[src/rtl/boot_mem_bridge_if.sv]
// Memory-port bundle for boot_mem_bridge: loader byte stream, core memory
// port, unified memory port and load status. The slave side is the bridge.
interface boot_mem_bridge_if #(
  parameter int ADDR_W = 16,
  parameter int DATA_W = 16
);
  // loader byte stream
  logic              rx_valid;
  logic [7:0]        rx_data;
  logic              rx_ready;
  // core memory port
  logic [ADDR_W-1:0] cpu_adr;
  logic [DATA_W-1:0] cpu_writedata;
  logic              cpu_memwrite;
  logic [DATA_W-1:0] cpu_readdata;
  logic              cpu_reset;
  // unified instruction/data memory
  logic [ADDR_W-1:0] mem_adr;
  logic [DATA_W-1:0] mem_wdata;
  logic              mem_we;
  logic [DATA_W-1:0] mem_rdata;
  // status
  logic              load_done;
  logic              load_err;
  logic [ADDR_W-1:0] load_count;

  modport slave (
    input  rx_valid, rx_data, cpu_adr, cpu_writedata, cpu_memwrite, mem_rdata,
    output rx_ready, cpu_readdata, cpu_reset, mem_adr, mem_wdata, mem_we,
           load_done, load_err, load_count
  );

  modport master (
    output rx_valid, rx_data, cpu_adr, cpu_writedata, cpu_memwrite, mem_rdata,
    input  rx_ready, cpu_readdata, cpu_reset, mem_adr, mem_wdata, mem_we,
           load_done, load_err, load_count
  );
endinterface

[src/rtl/boot_mem_bridge.sv]
// Boot loader bridge: after reset it owns the memory port, writes a
// length-prefixed big-endian byte image from address 0 while holding the core
// in reset, then turns into a transparent core<->memory pass-through.
module boot_mem_bridge #(
  parameter int ADDR_W     = 16,
  parameter int DATA_W     = 16,
  parameter int LOAD_WORDS = 256
) (
  input  logic              clk,
  input  logic              reset,
  boot_mem_bridge_if.slave  bus
);

  typedef enum logic [2:0] {
    CNT_HI, CNT_LO, DAT_HI, DAT_LO, WRITE, RUN, ERROR
  } state_e;

  localparam logic [15:0] LOAD_WORDS16 = 16'(LOAD_WORDS);

  state_e            state_q, state_d;
  logic [15:0]       n_q, n_d;          // image length in words from header
  logic [DATA_W-1:0] word_q, word_d;    // data word being assembled
  logic [ADDR_W-1:0] lc_q, lc_d;        // words written so far
  logic              cpu_reset_q, load_done_q, load_err_q;

  logic              rx_ready;
  logic              xfer;
  logic [15:0]       n_full;
  logic [ADDR_W-1:0] lc_inc;

  // Byte intake is open only in the header/data collection states.
  always_comb begin
    rx_ready = (state_q == CNT_HI) || (state_q == CNT_LO) ||
               (state_q == DAT_HI) || (state_q == DAT_LO);
  end

  assign xfer   = bus.rx_valid && rx_ready;
  assign n_full = {n_q[15:8], bus.rx_data};
  assign lc_inc = lc_q + ADDR_W'(1);

  // Next-state and datapath update; every register holds unless a byte
  // transfer or the single WRITE cycle moves it.
  always_comb begin
    state_d = state_q;
    n_d     = n_q;
    word_d  = word_q;
    lc_d    = lc_q;
    unique case (state_q)
      CNT_HI: if (xfer) begin
        n_d[15:8] = bus.rx_data;
        state_d   = CNT_LO;
      end
      CNT_LO: if (xfer) begin
        n_d[7:0] = bus.rx_data;
        if (n_full == 16'd0)              state_d = RUN;
        else if (n_full > LOAD_WORDS16)   state_d = ERROR;
        else                              state_d = DAT_HI;
      end
      DAT_HI: if (xfer) begin
        word_d[15:8] = bus.rx_data;
        state_d      = DAT_LO;
      end
      DAT_LO: if (xfer) begin
        word_d[7:0] = bus.rx_data;
        state_d     = WRITE;
      end
      WRITE: begin
        lc_d    = lc_inc;
        state_d = (16'(lc_inc) == n_q) ? RUN : DAT_HI;
      end
      RUN:     state_d = RUN;
      ERROR:   state_d = ERROR;
      default: state_d = ERROR;
    endcase
  end

  // FSM state, datapath registers and registered status outputs.
  always_ff @(posedge clk or negedge reset) begin
    if (!reset) begin
      state_q     <= CNT_HI;
      n_q         <= '0;
      word_q      <= '0;
      lc_q        <= '0;
      cpu_reset_q <= 1'b1;
      load_done_q <= 1'b0;
      load_err_q  <= 1'b0;
    end else begin
      state_q     <= state_d;
      n_q         <= n_d;
      word_q      <= word_d;
      lc_q        <= lc_d;
      cpu_reset_q <= (state_d != RUN);
      load_done_q <= (state_d == RUN);
      load_err_q  <= (state_d == ERROR);
    end
  end

  // Memory port mux: the core only reaches memory once RUN is entered, so a
  // core store during load can never land.
  always_comb begin
    bus.mem_adr   = lc_q;
    bus.mem_wdata = word_q;
    bus.mem_we    = 1'b0;
    if (state_q == RUN) begin
      bus.mem_adr   = bus.cpu_adr;
      bus.mem_wdata = bus.cpu_writedata;
      bus.mem_we    = bus.cpu_memwrite;
    end else if (state_q == WRITE) begin
      bus.mem_we    = 1'b1;
    end
  end

  assign bus.rx_ready     = rx_ready;
  assign bus.cpu_readdata = bus.mem_rdata;
  assign bus.cpu_reset    = cpu_reset_q;
  assign bus.load_done    = load_done_q;
  assign bus.load_err     = load_err_q;
  assign bus.load_count   = lc_q;

endmodule

[src/flat_wrapper.sv]
// flat-port wrapper written by rule: the top's interface ports become plain ports
module boot_mem_bridge_flat 
#(
  parameter int ADDR_W     = 16,
  parameter int DATA_W     = 16,
  parameter int LOAD_WORDS = 256
)
  (clk, reset, bus_rx_valid, bus_rx_data, bus_cpu_adr, bus_cpu_writedata, bus_cpu_memwrite, bus_mem_rdata, bus_rx_ready, bus_cpu_readdata, bus_cpu_reset, bus_mem_adr, bus_mem_wdata, bus_mem_we, bus_load_done, bus_load_err, bus_load_count);
  boot_mem_bridge_if #(.ADDR_W(ADDR_W), .DATA_W(DATA_W)) bus_i ();
  input  logic clk;
  input  logic reset;
  input wire logic [$bits(bus_i.rx_valid)-1:0] bus_rx_valid;
  input wire logic [$bits(bus_i.rx_data)-1:0] bus_rx_data;
  input wire logic [$bits(bus_i.cpu_adr)-1:0] bus_cpu_adr;
  input wire logic [$bits(bus_i.cpu_writedata)-1:0] bus_cpu_writedata;
  input wire logic [$bits(bus_i.cpu_memwrite)-1:0] bus_cpu_memwrite;
  input wire logic [$bits(bus_i.mem_rdata)-1:0] bus_mem_rdata;
  output wire logic [$bits(bus_i.rx_ready)-1:0] bus_rx_ready;
  output wire logic [$bits(bus_i.cpu_readdata)-1:0] bus_cpu_readdata;
  output wire logic [$bits(bus_i.cpu_reset)-1:0] bus_cpu_reset;
  output wire logic [$bits(bus_i.mem_adr)-1:0] bus_mem_adr;
  output wire logic [$bits(bus_i.mem_wdata)-1:0] bus_mem_wdata;
  output wire logic [$bits(bus_i.mem_we)-1:0] bus_mem_we;
  output wire logic [$bits(bus_i.load_done)-1:0] bus_load_done;
  output wire logic [$bits(bus_i.load_err)-1:0] bus_load_err;
  output wire logic [$bits(bus_i.load_count)-1:0] bus_load_count;
  assign bus_i.rx_valid = bus_rx_valid;
  assign bus_i.rx_data = bus_rx_data;
  assign bus_i.cpu_adr = bus_cpu_adr;
  assign bus_i.cpu_writedata = bus_cpu_writedata;
  assign bus_i.cpu_memwrite = bus_cpu_memwrite;
  assign bus_i.mem_rdata = bus_mem_rdata;
  assign bus_rx_ready = bus_i.rx_ready;
  assign bus_cpu_readdata = bus_i.cpu_readdata;
  assign bus_cpu_reset = bus_i.cpu_reset;
  assign bus_mem_adr = bus_i.mem_adr;
  assign bus_mem_wdata = bus_i.mem_wdata;
  assign bus_mem_we = bus_i.mem_we;
  assign bus_load_done = bus_i.load_done;
  assign bus_load_err = bus_i.load_err;
  assign bus_load_count = bus_i.load_count;
  boot_mem_bridge #(.ADDR_W(ADDR_W), .DATA_W(DATA_W), .LOAD_WORDS(LOAD_WORDS)) u_core (.clk(clk), .reset(reset), .bus(bus_i));
endmodule
[config.mk]
export PLATFORM = sky130hd
export DESIGN_NAME = boot_mem_bridge_flat
export DESIGN_NICKNAME = d
export VERILOG_FILES = /design/src/rtl/boot_mem_bridge_if.sv /design/src/rtl/boot_mem_bridge.sv /design/src/flat_wrapper.sv
export SDC_FILE = /design/constraint.sdc
export NUM_CORES = 1
export LEC_CHECK = 0
export ABC_AREA = 1
export CAP_MARGIN = 25
export CELL_PAD_IN_SITES_DETAIL_PLACEMENT = 1
export CELL_PAD_IN_SITES_GLOBAL_PLACEMENT = 2
export CORE_UTILIZATION = 21
export CTS_CLUSTER_SIZE = 40
export DETAILED_ROUTE_END_ITERATION = 10
export PLACE_DENSITY_LB_ADDON = 0.1
export SLEW_MARGIN = 5
export SYNTH_ARGS = -nofsm -noshare
export SYNTH_HDL_FRONTEND = slang
export SYNTH_SLANG_ARGS = --single-unit
[constraint.sdc]
create_clock -name clk -period 1.72 [get_ports clk]
set_input_delay 0.344 -clock clk [delete_from_list [all_inputs] [get_ports clk]]
set_output_delay 0.344 -clock clk [all_outputs]
set_load 0.02 [all_outputs]
==> flow_summary.yaml <==
critical_path:
  worstPathCellList: "ha_4 > nand2_4 > buf_6 > nand2_2 > nand2_2 > nand2_1 > nor2_2 > nand3_2 > nor2_2 > nand2_1 > nor2_2 > nand3_2 > a21oi_4 > inv_2 > nand2_1 > inv_1"
  worstSetupStartpointType: "flip-flop"
  path_class: "reg -> reg"
  slowest_stage: "dfrtp_2"
  worstPathMaxFanout: 4
  max_stage_delay_ps: 460
  critPathRequiredTime_ps: 1910
  end_kind: "flip-flop"
  crit_arrival_ps: 2290
cts:
  cts_num_sinks: 54
  cts_tree: "yes"
  cts-root-buf: "clkbuf_16"
  clkTransAtPathRegs_ps: 80
  cts_buffers: 5
  cts_htree_levels: 2
  clockBufferDepth: 2
  insertion_delay_ps: 300
die:
  core_area_um2: 15800
  initial_core_util: 0.214
  dieArea_um2: 16600
  fp.dieH_um: 129
  io_pins: 129
  row_count: 46
  die_width_um: 129
yosys:
  synthDistinctLibCells: 25
  synth.area.top_cells: "dfrtp_1 (39%), nand2_1 (16%), o21ai_0 (7.2%), inv_1 (6.1%), nand3_1 (6.1%)"
  post-synth-top-area-fraction: 0.392
  syn_inst: 479
  synth_edf_count: 0
  ys_async_sr_fraction: 1.00
  ys_ff_latch: 54
  ys.flop_type: "dfrtp_1"
  syn_area_per_cell_um2: 7.07
  syn-cell-area_um2: 3390
  yosysSeqAreaShare: 0.399
  yosysTopAreaCell: "dfrtp_1"
  ys_warn_count: 0
  syn_nets: 540
finish:
  drive_above_1_share: 0.393
  diodes: 0
  postLayoutCoreUtil: 0.391
  area_delta_synth_final_pct: 82.9
  layout.nets: 744
  fillCellCount: 1901
timing:
  post-route-min-period_ps: 2100
  rsz0062_at_grt: "true"
  timing.final.crit_share: 1.22
  worstMarginPinSlew_ps: 384
  setup_viol: 39
  setup_ws_ps: -375
  fmax_mhz: 477
  drv_slew: 0
  slew_headroom: 0.744
  hold_viol_final: 0
  finalClockSkew_ps: 8.33
detailed_routing:
  dr.pass1.iters: 4
  vias_per_cell: 4.24
  drcViolationCount: 0
  drt_first_iter_violations: 147
  drt_wl_total_um: 13500
  vias: 3816
  wl_per_cell_um: 15.0
  drtAntennaViolNets: 0
placed_design:
  dp_hpwl_um: 9670
  gp_congestion: 0.774
  io_buffers: 96
worst_hold_path:
  hold_path.class: "in -> async"
global_route:
  grt_pass1_wl_um: 20700
  grt.total_usage: 0.163
  grt_pass1_vias: 3947
  grt-busiest-layer: "met2"
  antenna_found_initial: 0
  grt_use_met1: 0.212
  grt_max_degree: 45
  met2_usage: 0.285
  overflow: 0
  grtUsageMet3: 0.0237
power:
  ir_worst_vdd_mv: 0.410
  power_density_nw_per_um2: 458
  power_mw: 2.84
  leakagePower_nw: 2.96
flow_run:
  drv_cap: 0
outcome:
  violations: "setup timing"
  status: "finished, violations left"
## stage by stage
stage	cell area, um2	TNS, ps	setup WS [ps]	std cells	hold WS, ps
after floorplan	3440	-794	-128	479	48.4
after global placement	5220	-9860	-385	854	264
after detailed placement	5220	-9710	-454	854	262
after CTS	5700	-7400	-376	888	482
after global routing	6190	-11320	-582	900	511
final	6190	-8160	-375	900	479
## cells in the final DEF, fill, tap and decap left out, drive strengths merged, types with 5 or more instances in the layout
cell,instances
nand3,42
nand2,143
clkdlybuf4s50,45
clkbuf,10
buf,160
mux2,17
nand3b,5
inv,55
o21ai,50
nor2,48
nor3,5
nand4,10
dfrtp,53
a21oi,18
dlygate4sd2,14
## timing repair
item,CTS,global route
hold endpoints to repair,10,0
gates cloned,2,4
hold buffers,1,0
resized for setup,221,100
setup buffers,24,9
endpoints found under the setup margin,56,54
pin swaps,29,34
## cell families (layout without fill, tap and decap cells)
| group | after synthesis | count (layout) | share of synthesized area |
|---|---|---|---|
| simple gates | 254 | 254 | 0.323 |
| buf+inv | 83 | 288 | 0.110 |
| compound gates | 69 | 69 | 0.105 |
| flops | 54 | 54 | 0.399 |
| mux | 17 | 17 | 0.0565 |
| fa+ha+maj | 1 | 1 | 0.00369 |
| xor+xnor | 1 | 1 | 0.00259 |
## worst max-delay path: cells and delay by family (launching register included)
| family | cells | cell delay, ps |
|---|---|---|
| adders and majority gates | 1 | 200 |
| DFF | 1 | 460 |
| AOI/OAI and AO/OA | 1 | 200 |
| and+or+nand+nor | 11 | 950 |
| buffers and inverters | 3 | 180 |
## state kept, by name, summed over array words and instances (netlist names)
signal	flops
u_core.word_q	16
u_core.bus.load_count	16
u_core.bus.load_err	1
u_core.state_q	3
u_core.bus.cpu_reset	1
u_core.n_q	16
u_core.bus.load_done	1
## where the power goes
group	total (mW)	switching (mW)	internal [mW]	leakage, nW
clock network	1.19	0.501	0.690	0.0771
registers	1.27	0	1.27	0.729
logic	0.379	0.166	0.213	2.16
total	2.84	0.668	2.17	2.96
## per-layer routing
layer | wire length [um] | part of all wire | vias up
li1 | - | - | 1937
met1 | 6240 | 0.46 | 1778
met2 | 6700 | 0.50 | 97
met3 | 453 | 0.034 | 4
met4 | 101 | 0.0075 | 0
met5 | 0 | 0 | -
## cell type report
class                   count  area, um2  share of cell area
flip-flops and latches     54       1360               0.219
inverters                  55        209              0.0337
well taps                 216        270              0.0436
multi-input cells         342       2070               0.334
clock buffers               6        129              0.0208
clock inverters             2       37.5             0.00606
repair buffers            225       2120               0.342
## cells in the mapped netlist, drive strengths merged (5+ instances only)
master / number
nand4: 10
nand2: 143
nor3: 5
clkbuf: 10
nor2: 48
nand3: 42
nand3b: 5
a21oi: 18
dfrtp: 53
buf: 18
mux2: 17
o21ai: 50
inv: 55
## final timing paths
check | end | slack (ps) | cells after the start | from
hold reg to reg | u_core.word_q[0] | 490 | 2 | u_core.word_q[0]
max in group asynchronous | u_core.bus.cpu_reset | 630 | 3 | reset
setup reg to reg | u_core.bus.load_err | -380 | 16 | u_core.bus.load_count[0]
setup / recovery | u_core.bus.load_err | -380 | 16 | u_core.bus.load_count[0]
hold / removal | u_core.bus.load_count[5] | 480 | 2 | reset
min in group clk | u_core.word_q[0] | 490 | 2 | u_core.word_q[0]
(Power assumes the default switching activity.)
